[config.mk]
export PLATFORM = sky130hd
export DESIGN_NAME = sram_burst_arbiter_flat
export DESIGN_NICKNAME = d
export VERILOG_FILES = /design/src/rtl/sram_burst_arbiter_if.sv /design/src/rtl/sram_burst_arbiter.sv /design/src/flat_wrapper.sv
export SDC_FILE = /design/constraint.sdc
export NUM_CORES = 1
export LEC_CHECK = 0
export CAP_MARGIN = 20
export CORE_AREA = 2 2 62 64
export CTS_CLUSTER_DIAMETER = 30
export CTS_CLUSTER_SIZE = 28
export DETAILED_ROUTE_END_ITERATION = 8
export DIE_AREA = 0 0 64 66
export PLACE_DENSITY = 0.76
export RECOVER_POWER = 100
export REMOVE_ABC_BUFFERS = 1
export SLEW_MARGIN = 20
export SYNTH_ARGS = -nofsm -noshare
export SYNTH_HDL_FRONTEND = slang
export SYNTH_SLANG_ARGS = --single-unit
[constraint.sdc]
create_clock -name clk -period 2.2 [get_ports clk]
set_input_delay 0.44 -clock clk [delete_from_list [all_inputs] [get_ports clk]]
set_output_delay 0.44 -clock clk [all_outputs]
set_load 0.01 [all_outputs]
[src/rtl/sram_burst_arbiter_if.sv]
// Bus bundle between two burst requesters, the arbiter and a single-port SRAM.
// Ports: none (clk/rst_n stay plain module ports).
//   req_i/we_i/addr_i/len_i/wdata_i : per-requester burst request (slice k = requester k)
//   gnt_o/beat_o/rvalid_o/rdata_o/busy_o : arbiter status back to requesters
//   sram_* : SRAM control/data; sram_dout is driven by the SRAM
// Modports: master = requesters + SRAM side, slave = arbiter side.
interface sram_burst_arbiter_if #(
    parameter int unsigned N_addr = 5,
    parameter int unsigned N_data = 2,
    parameter int unsigned N_cnt  = 4
);
    logic [1:0]          req_i;
    logic [1:0]          we_i;
    logic [2*N_addr-1:0] addr_i;
    logic [2*N_cnt-1:0]  len_i;
    logic [2*N_data-1:0] wdata_i;
    logic [1:0]          gnt_o;
    logic [1:0]          beat_o;
    logic [1:0]          rvalid_o;
    logic [N_data-1:0]   rdata_o;
    logic                busy_o;
    logic                sram_write_en;
    logic                sram_sense_en;
    logic [N_addr-1:0]   sram_addr;
    logic [N_data-1:0]   sram_din;
    logic [N_data-1:0]   sram_dout;

    modport master (
        output req_i, we_i, addr_i, len_i, wdata_i, sram_dout,
        input  gnt_o, beat_o, rvalid_o, rdata_o, busy_o,
               sram_write_en, sram_sense_en, sram_addr, sram_din
    );

    modport slave (
        input  req_i, we_i, addr_i, len_i, wdata_i, sram_dout,
        output gnt_o, beat_o, rvalid_o, rdata_o, busy_o,
               sram_write_en, sram_sense_en, sram_addr, sram_din
    );
endinterface

[src/rtl/sram_burst_arbiter.sv]
// Two-requester round-robin burst arbiter driving a single-port SRAM.
// Ports:
//   clk   : clock, all state changes on posedge
//   rst_n : asynchronous active-low reset
//   bus   : sram_burst_arbiter_if.slave (requests in, grants/beats/read data out,
//           SRAM enables/address/write data out, SRAM read data in)
// Sequence per burst: IDLE -> GRANT (1 cycle) -> ACCESS (len+1 beats) -> RECOVER (1 cycle).
module sram_burst_arbiter #(
    parameter int unsigned N_addr = 5,
    parameter int unsigned N_data = 2,
    parameter int unsigned N_cnt  = 4
) (
    input logic                  clk,
    input logic                  rst_n,
    sram_burst_arbiter_if.slave  bus
);
    typedef enum logic [1:0] {IDLE, GRANT, ACCESS, RECOVER} state_t;

    state_t            state;
    logic              owner;
    logic              last_owner;
    logic              we_q;
    logic [N_cnt-1:0]  len_q;
    logic [N_cnt-1:0]  cnt;

    logic              pick_c;
    logic [1:0]        owner_oh_c;
    logic              start_we_c;
    logic [N_addr-1:0] start_addr_c;
    logic [N_cnt-1:0]  start_len_c;
    logic [N_data-1:0] owner_wdata_c;

    // Round-robin pick and per-owner slice selection
    always_comb begin
        pick_c = bus.req_i[1];
        if (bus.req_i == 2'b11) begin
            pick_c = ~last_owner;
        end
        owner_oh_c    = owner ? 2'b10 : 2'b01;
        start_we_c    = owner ? bus.we_i[1] : bus.we_i[0];
        start_addr_c  = owner ? bus.addr_i[2*N_addr-1:N_addr] : bus.addr_i[N_addr-1:0];
        start_len_c   = owner ? bus.len_i[2*N_cnt-1:N_cnt]    : bus.len_i[N_cnt-1:0];
        owner_wdata_c = owner ? bus.wdata_i[2*N_data-1:N_data] : bus.wdata_i[N_data-1:0];
    end

    // Write data passes straight through so the SRAM sees the owner's data of the beat cycle itself
    assign bus.sram_din = (state == ACCESS && we_q) ? owner_wdata_c : '0;

    // Controller FSM with registered outputs
    always_ff @(posedge clk or negedge rst_n) begin
        if (!rst_n) begin
            state             <= IDLE;
            owner             <= 1'b0;
            last_owner        <= 1'b1;
            we_q              <= 1'b0;
            len_q             <= '0;
            cnt               <= '0;
            bus.gnt_o         <= '0;
            bus.beat_o        <= '0;
            bus.rvalid_o      <= '0;
            bus.rdata_o       <= '0;
            bus.busy_o        <= 1'b0;
            bus.sram_write_en <= 1'b0;
            bus.sram_sense_en <= 1'b0;
            bus.sram_addr     <= '0;
        end else begin
            bus.gnt_o    <= '0;
            bus.rvalid_o <= '0;
            case (state)
                IDLE: begin
                    if (|bus.req_i) begin
                        owner      <= pick_c;
                        bus.gnt_o  <= pick_c ? 2'b10 : 2'b01;
                        bus.busy_o <= 1'b1;
                        state      <= GRANT;
                    end
                end
                GRANT: begin
                    we_q              <= start_we_c;
                    len_q             <= start_len_c;
                    last_owner        <= owner;
                    cnt               <= '0;
                    bus.beat_o        <= owner_oh_c;
                    bus.sram_addr     <= start_addr_c;
                    bus.sram_write_en <= start_we_c;
                    bus.sram_sense_en <= ~start_we_c;
                    state             <= ACCESS;
                end
                ACCESS: begin
                    // Read data is captured at the end of its beat; valid shows the cycle after
                    if (!we_q) begin
                        bus.rdata_o  <= bus.sram_dout;
                        bus.rvalid_o <= owner_oh_c;
                    end
                    // Compare against len instead of counting to len+1 so len=all-ones cannot overflow
                    if (cnt == len_q) begin
                        bus.beat_o        <= '0;
                        bus.sram_write_en <= 1'b0;
                        bus.sram_sense_en <= 1'b0;
                        state             <= RECOVER;
                    end else begin
                        cnt           <= cnt + N_cnt'(1);
                        bus.sram_addr <= bus.sram_addr + N_addr'(1);
                    end
                end
                RECOVER: begin
                    bus.busy_o <= 1'b0;
                    state      <= IDLE;
                end
                default: begin
                    state <= IDLE;
                end
            endcase
        end
    end
endmodule

[src/flat_wrapper.sv]
// flat-port wrapper written by rule: the top's interface ports become plain ports
module sram_burst_arbiter_flat 
#(
    parameter int unsigned N_addr = 5,
    parameter int unsigned N_data = 2,
    parameter int unsigned N_cnt  = 4
)
  (clk, rst_n, bus_req_i, bus_we_i, bus_addr_i, bus_len_i, bus_wdata_i, bus_sram_dout, bus_gnt_o, bus_beat_o, bus_rvalid_o, bus_rdata_o, bus_busy_o, bus_sram_write_en, bus_sram_sense_en, bus_sram_addr, bus_sram_din);
  sram_burst_arbiter_if #(.N_addr(N_addr), .N_data(N_data), .N_cnt(N_cnt)) bus_i ();
  input logic clk;
  input logic rst_n;
  input wire logic [$bits(bus_i.req_i)-1:0] bus_req_i;
  input wire logic [$bits(bus_i.we_i)-1:0] bus_we_i;
  input wire logic [$bits(bus_i.addr_i)-1:0] bus_addr_i;
  input wire logic [$bits(bus_i.len_i)-1:0] bus_len_i;
  input wire logic [$bits(bus_i.wdata_i)-1:0] bus_wdata_i;
  input wire logic [$bits(bus_i.sram_dout)-1:0] bus_sram_dout;
  output wire logic [$bits(bus_i.gnt_o)-1:0] bus_gnt_o;
  output wire logic [$bits(bus_i.beat_o)-1:0] bus_beat_o;
  output wire logic [$bits(bus_i.rvalid_o)-1:0] bus_rvalid_o;
  output wire logic [$bits(bus_i.rdata_o)-1:0] bus_rdata_o;
  output wire logic [$bits(bus_i.busy_o)-1:0] bus_busy_o;
  output wire logic [$bits(bus_i.sram_write_en)-1:0] bus_sram_write_en;
  output wire logic [$bits(bus_i.sram_sense_en)-1:0] bus_sram_sense_en;
  output wire logic [$bits(bus_i.sram_addr)-1:0] bus_sram_addr;
  output wire logic [$bits(bus_i.sram_din)-1:0] bus_sram_din;
  assign bus_i.req_i = bus_req_i;
  assign bus_i.we_i = bus_we_i;
  assign bus_i.addr_i = bus_addr_i;
  assign bus_i.len_i = bus_len_i;
  assign bus_i.wdata_i = bus_wdata_i;
  assign bus_i.sram_dout = bus_sram_dout;
  assign bus_gnt_o = bus_i.gnt_o;
  assign bus_beat_o = bus_i.beat_o;
  assign bus_rvalid_o = bus_i.rvalid_o;
  assign bus_rdata_o = bus_i.rdata_o;
  assign bus_busy_o = bus_i.busy_o;
  assign bus_sram_write_en = bus_i.sram_write_en;
  assign bus_sram_sense_en = bus_i.sram_sense_en;
  assign bus_sram_addr = bus_i.sram_addr;
  assign bus_sram_din = bus_i.sram_din;
  sram_burst_arbiter #(.N_addr(N_addr), .N_data(N_data), .N_cnt(N_cnt)) u_core (.clk(clk), .rst_n(rst_n), .bus(bus_i));
endmodule
==> impl_metrics.py, run 1 <==
metrics = {
    "run_status": {
        "status": "finished clean",
    },
    "pwr": {
        "p_leak_nw": 0.945,
        "p_per_area_nw_per_um2": 1360,
        "peakVddDrop_v": 0.000664,
        "total_power_mw": 2.93,
    },
    "global_routing": {
        "grt_usage_pct": 20.8,
        "grt_pass1_vias": 1463,
        "grt_overflow": 0,
        "antenna_found_initial": 0,
        "grt_pass1_wl_um": 6620,
        "grt_max_degree": 30,
    },
    "placement": {
        "gp_congestion": 0.766,
        "hpwl_um": 2920,
        "portBuffers": 47,
    },
    "timing": {
        "finalCritPeriodShare_pct": 89.3,
        "fin_setup_tns_ns": 0,
        "finClkSkew_ns": 0.0148,
        "slew_headroom_pct": 52.2,
        "finalHoldViolCount": 0,
        "worstMarginPinSlew_ns": 0.716,
        "drv_slew": 0,
        "rsz0062_at_grt": "false",
        "period_minus_slack_ns": 1.96,
        "clock.fmax_ghz": 0.509,
        "setup_viol": 0,
    },
    "floorplanning": {
        "core_um2": 3550,
        "fp.dieArea_um2": 4220,
        "die_y_um": 66,
        "initial_core_util_pct": 43.6,
        "rows": 22,
        "die_x_um": 64,
        "ios": 48,
    },
    "clock_tree": {
        "cts.clk_slew.worst_paths_ns": 0.09,
        "htree_num_levels": 2,
        "cts_made_buffers": 5,
        "clock_path_buffers": 2,
        "cts_tree": "built",
        "holdBufCountCts": 0,
        "worstSkewPairLatency_ns": 0.33,
        "cts-root-buf": "clkbuf_4",
        "clock-sinks": 29,
    },
    "critical_path": {
        "critical_path.cell_chain": "inv_1 -> ha_4 -> nand2_1 -> nor2_1 -> clkdlybuf4s25_1",
        "crit_fanout": 8,
        "start_kind": "register",
        "slowest_delay_ns": 0.39,
        "slowest_stage": "dfrtp_1",
        "reg2reg_setup_slack_ns": 0.30,
        "arrival_ns": 1.52,
        "critical_path_class": "reg -> out",
        "crit_family": "buffers and inverters",
        "crit_buf_inv": 2,
        "worst_ep_required_time_ns": 1.76,
        "endpoint_kind": "output pin",
    },
    "drt": {
        "avgRoutedWirePerCell_um": 15.3,
        "via_per_inst": 5.41,
        "route.detailed.drc": 0,
        "ant_nets": 0,
        "wl_um": 3930,
        "drt_iter0_markers": 46,
        "dr.pass1.iters": 4,
        "num_vias": 1390,
    },
    "yosys": {
        "synth.avg_cell_area_um2": 10.1,
        "synth_cell_types": 34,
        "async_flop_share_pct": 100,
        "ys_seq_area_share_pct": 47.0,
        "synth-edff-count": 0,
        "ys_ff_latch": 29,
        "ys.warnings.count": 0,
        "postSynthCellCount": 154,
        "synth_area_um2": 1550,
        "synth_flop_cell": "dfrtp_1",
    },
    "cells_and_area": {
        "antenna_cells": 0,
        "layout.nets": 244,
        "drive_gt1_share_pct": 10.0,
        "synthToLayoutAreaGrowth_pct": 39.5,
        "fillers": 288,
        "layout_common_cells": "clkdlybuf4s50_1 (28), dfrtp_1 (28), nand2_1 (18)",
    },
    "worst_hold_path": {
        "hp-class": "reg -> reg",
    },
    "job": {
        "drv_cap": 0,
    },
}
==> timing repair <==
item                                    in CTS  in global routing
resized for setup                            4                  1
cloned                                       0                  0
buffers inserted                             1                  0
endpoints found under the setup margin       2                  1
==> metrics by stage <==
step / utilization [%] / std cells / cell area, um2 / setup slack [ns] / hold WS (ns)
after CTS: 61.1 / 257 / 2170 / 0.0355 / 0.488
after floorplan: - / 146 / 1510 / 0.260 / 0.144
after global routing: 60.8 / 257 / 2160 / 0.110 / 0.509
final: 60.8 / 257 / 2160 / 0.235 / 0.482
after detailed placement: 58.9 / 248 / 2090 / 0.0792 / 0.473
after global placement: 58.9 / 248 / 2090 / 0.176 / 0.467
==> report_power, final <==
part	internal [mW]	switching, mW
sequential	0.794	0.236
clock	0.158	0.187
combinational	0.757	0.795
total	1.71	1.22
==> cells in the mapped netlist, types with 2 or more instances <==
| cell | number | area share (%) |
|---|---|---|
| a211oi_1 | 2 | 0.97 |
| a21boi_0 | 2 | 0.97 |
| a21o_1 | 2 | 0.97 |
| a21oi_1 | 7 | 2.3 |
| a31oi_1 | 2 | 0.81 |
| buf_2 | 2 | 0.65 |
| clkbuf_1 | 4 | 0.97 |
| dfrtp_1 | 28 | 45 |
| ha_1 | 6 | 4.9 |
| inv_1 | 6 | 1.5 |
| mux2_2 | 4 | 2.9 |
| mux2i_1 | 14 | 9.1 |
| nand2_1 | 18 | 4.4 |
| nand3_1 | 5 | 1.6 |
| nor2_1 | 11 | 2.7 |
| nor3_1 | 2 | 0.65 |
| o211ai_1 | 5 | 2.4 |
| o21ai_0 | 7 | 2.3 |
| o22ai_1 | 6 | 2.4 |
| or3_2 | 2 | 0.97 |
| xor2_1 | 6 | 3.4 |
==> path summary, 6_finish.rpt <==
check                                      from                      to  cells past startpoint
worst max-delay path            u_core.state[0]         bus_sram_din[0]                      5
worst min-delay path                u_core.we_q  u_core.bus.rvalid_o[0]                      1
worst max register to register    u_core.cnt[0]           u_core.cnt[3]                      5
worst min register to register      u_core.we_q  u_core.bus.rvalid_o[0]                      1
max in group asynchronous                 rst_n             u_core.we_q                      2
min in group asynchronous                 rst_n           u_core.cnt[1]                      2
==> cell families after synthesis <==
family,share of synthesized area (%)
simple gates,13.3
compound gates,15.2
flops,47.0
mux,12.0
buf+inv,4.28
xor+xnor,3.40
fa+ha+maj,4.85
==> flip-flops by register name, indices dropped and copies added, names as in the netlist <==
signal and cells:
u_core.state 2, u_core.bus.sram_addr 5, u_core.bus.sram_write_en 1, u_core.owner 1
u_core.we_q 1, u_core.cnt 4, u_core.bus.gnt_o 2, u_core.len_q 4
u_core.last_owner 1, u_core.bus.beat_o 2, u_core.bus.rdata_o 2, u_core.bus.rvalid_o 2
u_core.bus.busy_o 1, u_core.bus.sram_sense_en 1
==> area by class of cell <==
cell class / count / area [um2] / share of cell area, %
Timing Repair Buffer: 55 / 519 / 24.1
Sequential cell: 29 / 727 / 33.7
Clock buffer: 8 / 58.8 / 2.72
Multi-Input combinational cell: 110 / 767 / 35.5
Tap cell: 48 / 60.1 / 2.78
Inverter: 7 / 26.3 / 1.22
==> routing by layer <==
layer	wire (um)	share of wire (%)	track usage (%)	up-vias
li1	-	-	-	653
met1	1530	39	20.8	679
met2	2090	53	38.5	46
met3	186	4.7	5.62	12
met4	115	2.9	12.2	0
met5	0	0	0	-
Power figures use the tool's default switching activity.
==> run 2: changes to the inputs <==
--- a/config.mk
+++ b/config.mk
@@ -5,7 +5,6 @@
 export SDC_FILE = /design/constraint.sdc
 export NUM_CORES = 1
 export LEC_CHECK = 0
-export CAP_MARGIN = 20
 export CORE_AREA = 2 2 62 64
 export CTS_CLUSTER_DIAMETER = 30
 export CTS_CLUSTER_SIZE = 28
@@ -14,7 +13,7 @@
 export PLACE_DENSITY = 0.76
 export RECOVER_POWER = 100
 export REMOVE_ABC_BUFFERS = 1
-export SLEW_MARGIN = 20
+export SLEW_MARGIN = 15
 export SYNTH_ARGS = -nofsm -noshare
 export SYNTH_HDL_FRONTEND = slang
 export SYNTH_SLANG_ARGS = --single-unit
==> constraint.sdc (replaced) <==
create_clock -name clk -period 2.2 [get_ports clk]
set_input_delay 0.33 -clock clk [delete_from_list [all_inputs] [get_ports clk]]
set_output_delay 0.33 -clock clk [all_outputs]
set_load 0.01 [all_outputs]
==> run 2 against run 1 <==
Non-clock buffer count shrank 2. Critical endpoint unchanged. Cell count shrank 1.2%. Sequential power is essentially flat. Worst hold slack is essentially flat. Routed wire length shrank 6.1%. Clock-buffer cell count shrank 1. The flow now finishes with violations (capacitance limit, slew limit). Clock skew shrank 0.0050 ns. Power shrank 3.3%. Largest power group unchanged. Critical path depth is the same. Fmax shrank 5.1%. First-iteration DRC count grew 37%.
==> impl_metrics.py, run 2 (synthesized netlist as in run 1, its figures left out) <==
metrics = {
    "run_status": {
        "status": "complete, but fails checks",
        "violations": "capacitance limit, slew limit",
    },
    "timing": {
        "finalHoldViolCount": 0,
        "period_minus_slack_ns": 2.07,
        "finalCritPeriodShare_pct": 94.1,
        "setup_viol": 0,
        "finClkSkew_ns": 0.00980,
        "slew_headroom_pct": -2.76,
        "rsz0062_at_grt": "false",
        "fin_setup_tns_ns": 0,
        "drv_slew": 30,
        "clock.fmax_ghz": 0.483,
        "worstMarginPinSlew_ns": 1.54,
    },
    "drt": {
        "dr.pass1.iters": 4,
        "route.detailed.drc": 0,
        "ant_nets": 0,
        "num_vias": 1335,
        "via_per_inst": 5.26,
        "drt_iter0_markers": 63,
        "wl_um": 3690,
        "avgRoutedWirePerCell_um": 14.5,
    },
    "cells_and_area": {
        "layout_commonest_cell": "clkdlybuf4s50_1",
        "largest_reg_flops": 5,
        "synthToLayoutAreaGrowth_pct": 37.2,
        "layout_common_cells": "clkdlybuf4s50_1 (29), dfrtp_1 (28), nand2_1 (18)",
        "regMostFlops": "u_core.bus.sram_addr",
        "biggestRegsByFlops": "u_core.bus.sram_addr: 5 flops, u_core.cnt: 4 flops, u_core.len_q: 4 flops",
        "drive_gt1_share_pct": 9.71,
        "antenna_cells": 0,
        "layoutNonFillerInstCount": 254,
        "layout.nets": 242,
    },
    "floorplanning": {
        "die_x_um": 64,
        "fp.dieArea_um2": 4220,
        "core_um2": 3550,
        "ios": 48,
        "die_y_um": 66,
        "initial_core_util_pct": 43.6,
        "rows": 22,
    },
    "clock_tree": {
        "cts-root-buf": "clkbuf_4",
        "holdBufCountCts": 0,
        "clock_path_buffers": 2,
        "cts_tree": "built",
        "cts.clk_slew.worst_paths_ns": 0.08,
        "cts_made_buffers": 5,
        "worstSkewPairLatency_ns": 0.32,
        "clock-sinks": 29,
        "htree_num_levels": 2,
    },
    "pwr": {
        "p_per_area_nw_per_um2": 1330,
        "internal-power_mw": 1.68,
        "pwr-share-seq_pct": 36.3,
        "combinationalPowerShare_pct": 52.0,
        "p_sw_mw": 1.16,
        "p_leak_nw": 0.930,
        "swShare_pct": 40.8,
        "peakVddDrop_v": 0.000847,
        "p_clk_share_pct": 11.7,
    },
    "global_routing": {
        "grt_overflow": 0,
        "grt_max_degree": 30,
        "antenna_found_initial": 0,
        "grt_pass1_wl_um": 6140,
        "grt_usage_pct": 19.2,
        "grt_pass1_vias": 1388,
    },
    "critical_path": {
        "slowest_stage": "clkdlybuf4s50_1",
        "crit_buf_inv": 2,
        "arrival_ns": 1.74,
        "endpoint_kind": "output pin",
        "slowest_delay_ns": 0.54,
        "crit_fanout": 9,
        "start_kind": "register",
        "critical_path.cell_chain": "inv_2 -> ha_4 -> nand2_1 -> nor2_1 -> clkdlybuf4s50_1",
        "critical_path_class": "reg -> out",
        "crit_family": "buffers and inverters",
        "worst_ep_required_time_ns": 1.87,
    },
    "worst_hold_path": {
        "hp-class": "reg -> reg",
    },
    "placement": {
        "hpwl_um": 2730,
        "portBuffers": 47,
        "dp_cells": 247,
        "gp_congestion": 0.776,
    },
    "job": {
        "drv_cap": 1,
    },
}
-- run 2: cell types whose count changed in the layout (fill, tap and decap cells not counted) --
cell,previous run,this run
buf_4,5,4
clkbuf_1,4,3
clkdlybuf4s25_1,1,0
clkdlybuf4s50_1,28,29
dlygate4sd2_1,1,0
inv_1,6,5
inv_2,0,1
nor4_1,0,1
nor4_4,1,0
-- run 2: power by group through the flow --
stage	Combinational [mW]	Clock (mW)	Sequential, mW
3_3_place_gp	1.48	0	1.02
5_1_grt	1.62	0.367	1.07
2_1_floorplan	0.860	0	1.08
4_1_cts	1.59	0.341	1.03
6_report	1.47	0.331	1.03
3_5_place_dp	1.56	0	1.04
-- run 2: area by class of cell --
type	count	area, um2
clock buffers	7	55.1
well taps	48	60.1
fillers	294	1430
repair buffers	53	503
inverters	7	26.3
multi-input cells	110	752
flip-flops and latches	29	727
-- run 2: per-layer routing --
layer  vias to the layer above  routed length (um)  GRT usage [%]
met4                         0                  68           10.1
met5                         -                   0              0
met2                        35                1960           34.0
met3                         7                 149           4.43
li1                        649                   -              -
met1                       644                1510           21.3
-- run 2: through the flow --
stage | hold slack, ns | area [um2] | util (%) | power, mW | setup WS [ns]
6_report | 0.481 | 2120 | 59.8 | 2.83 | 0.130
5_1_grt | 0.530 | 2120 | 59.8 | 3.06 | 0.00784
4_1_cts | 0.394 | 2150 | 60.6 | 2.96 | 0.0455
3_5_place_dp | 0.473 | 2080 | 58.7 | 2.60 | 0.279
3_3_place_gp | 0.466 | 2080 | 58.7 | 2.50 | 0.340
2_1_floorplan | 0.0344 | 1510 | - | 1.94 | 0.260
-- run 2: path summary, 6_finish.rpt --
| check | start | end | slack (ns) | cells after the start |
|---|---|---|---|---|
| max | u_core.state[0] | bus_sram_din[0] | 0.13 | 5 |
| min | u_core.bus.busy_o | u_core.bus.busy_o | 0.48 | 1 |
| max reg2reg | u_core.cnt[0] | u_core.bus.sram_addr[1] | 0.13 | 5 |
| min reg2reg | u_core.bus.busy_o | u_core.bus.busy_o | 0.48 | 1 |
| max in group asynchronous | rst_n | u_core.bus.sram_write_en | 0.38 | 2 |
| min in group asynchronous | rst_n | u_core.bus.sram_addr[2] | 0.91 | 2 |
-- run 2: timing repair --
item	in CTS	in global routing
setup buffers	0	0
endpoints found under the setup margin	2	2
gates resized for setup	2	2
-- run 2: worst register-to-register path, stage by stage, from the launching register on --
cell      delay (ns)
dfrtp_1         0.44
xor2_1          0.19
nor4_1          0.66
clkbuf_2        0.35
mux2i_1         0.21
o21ai_0         0.09
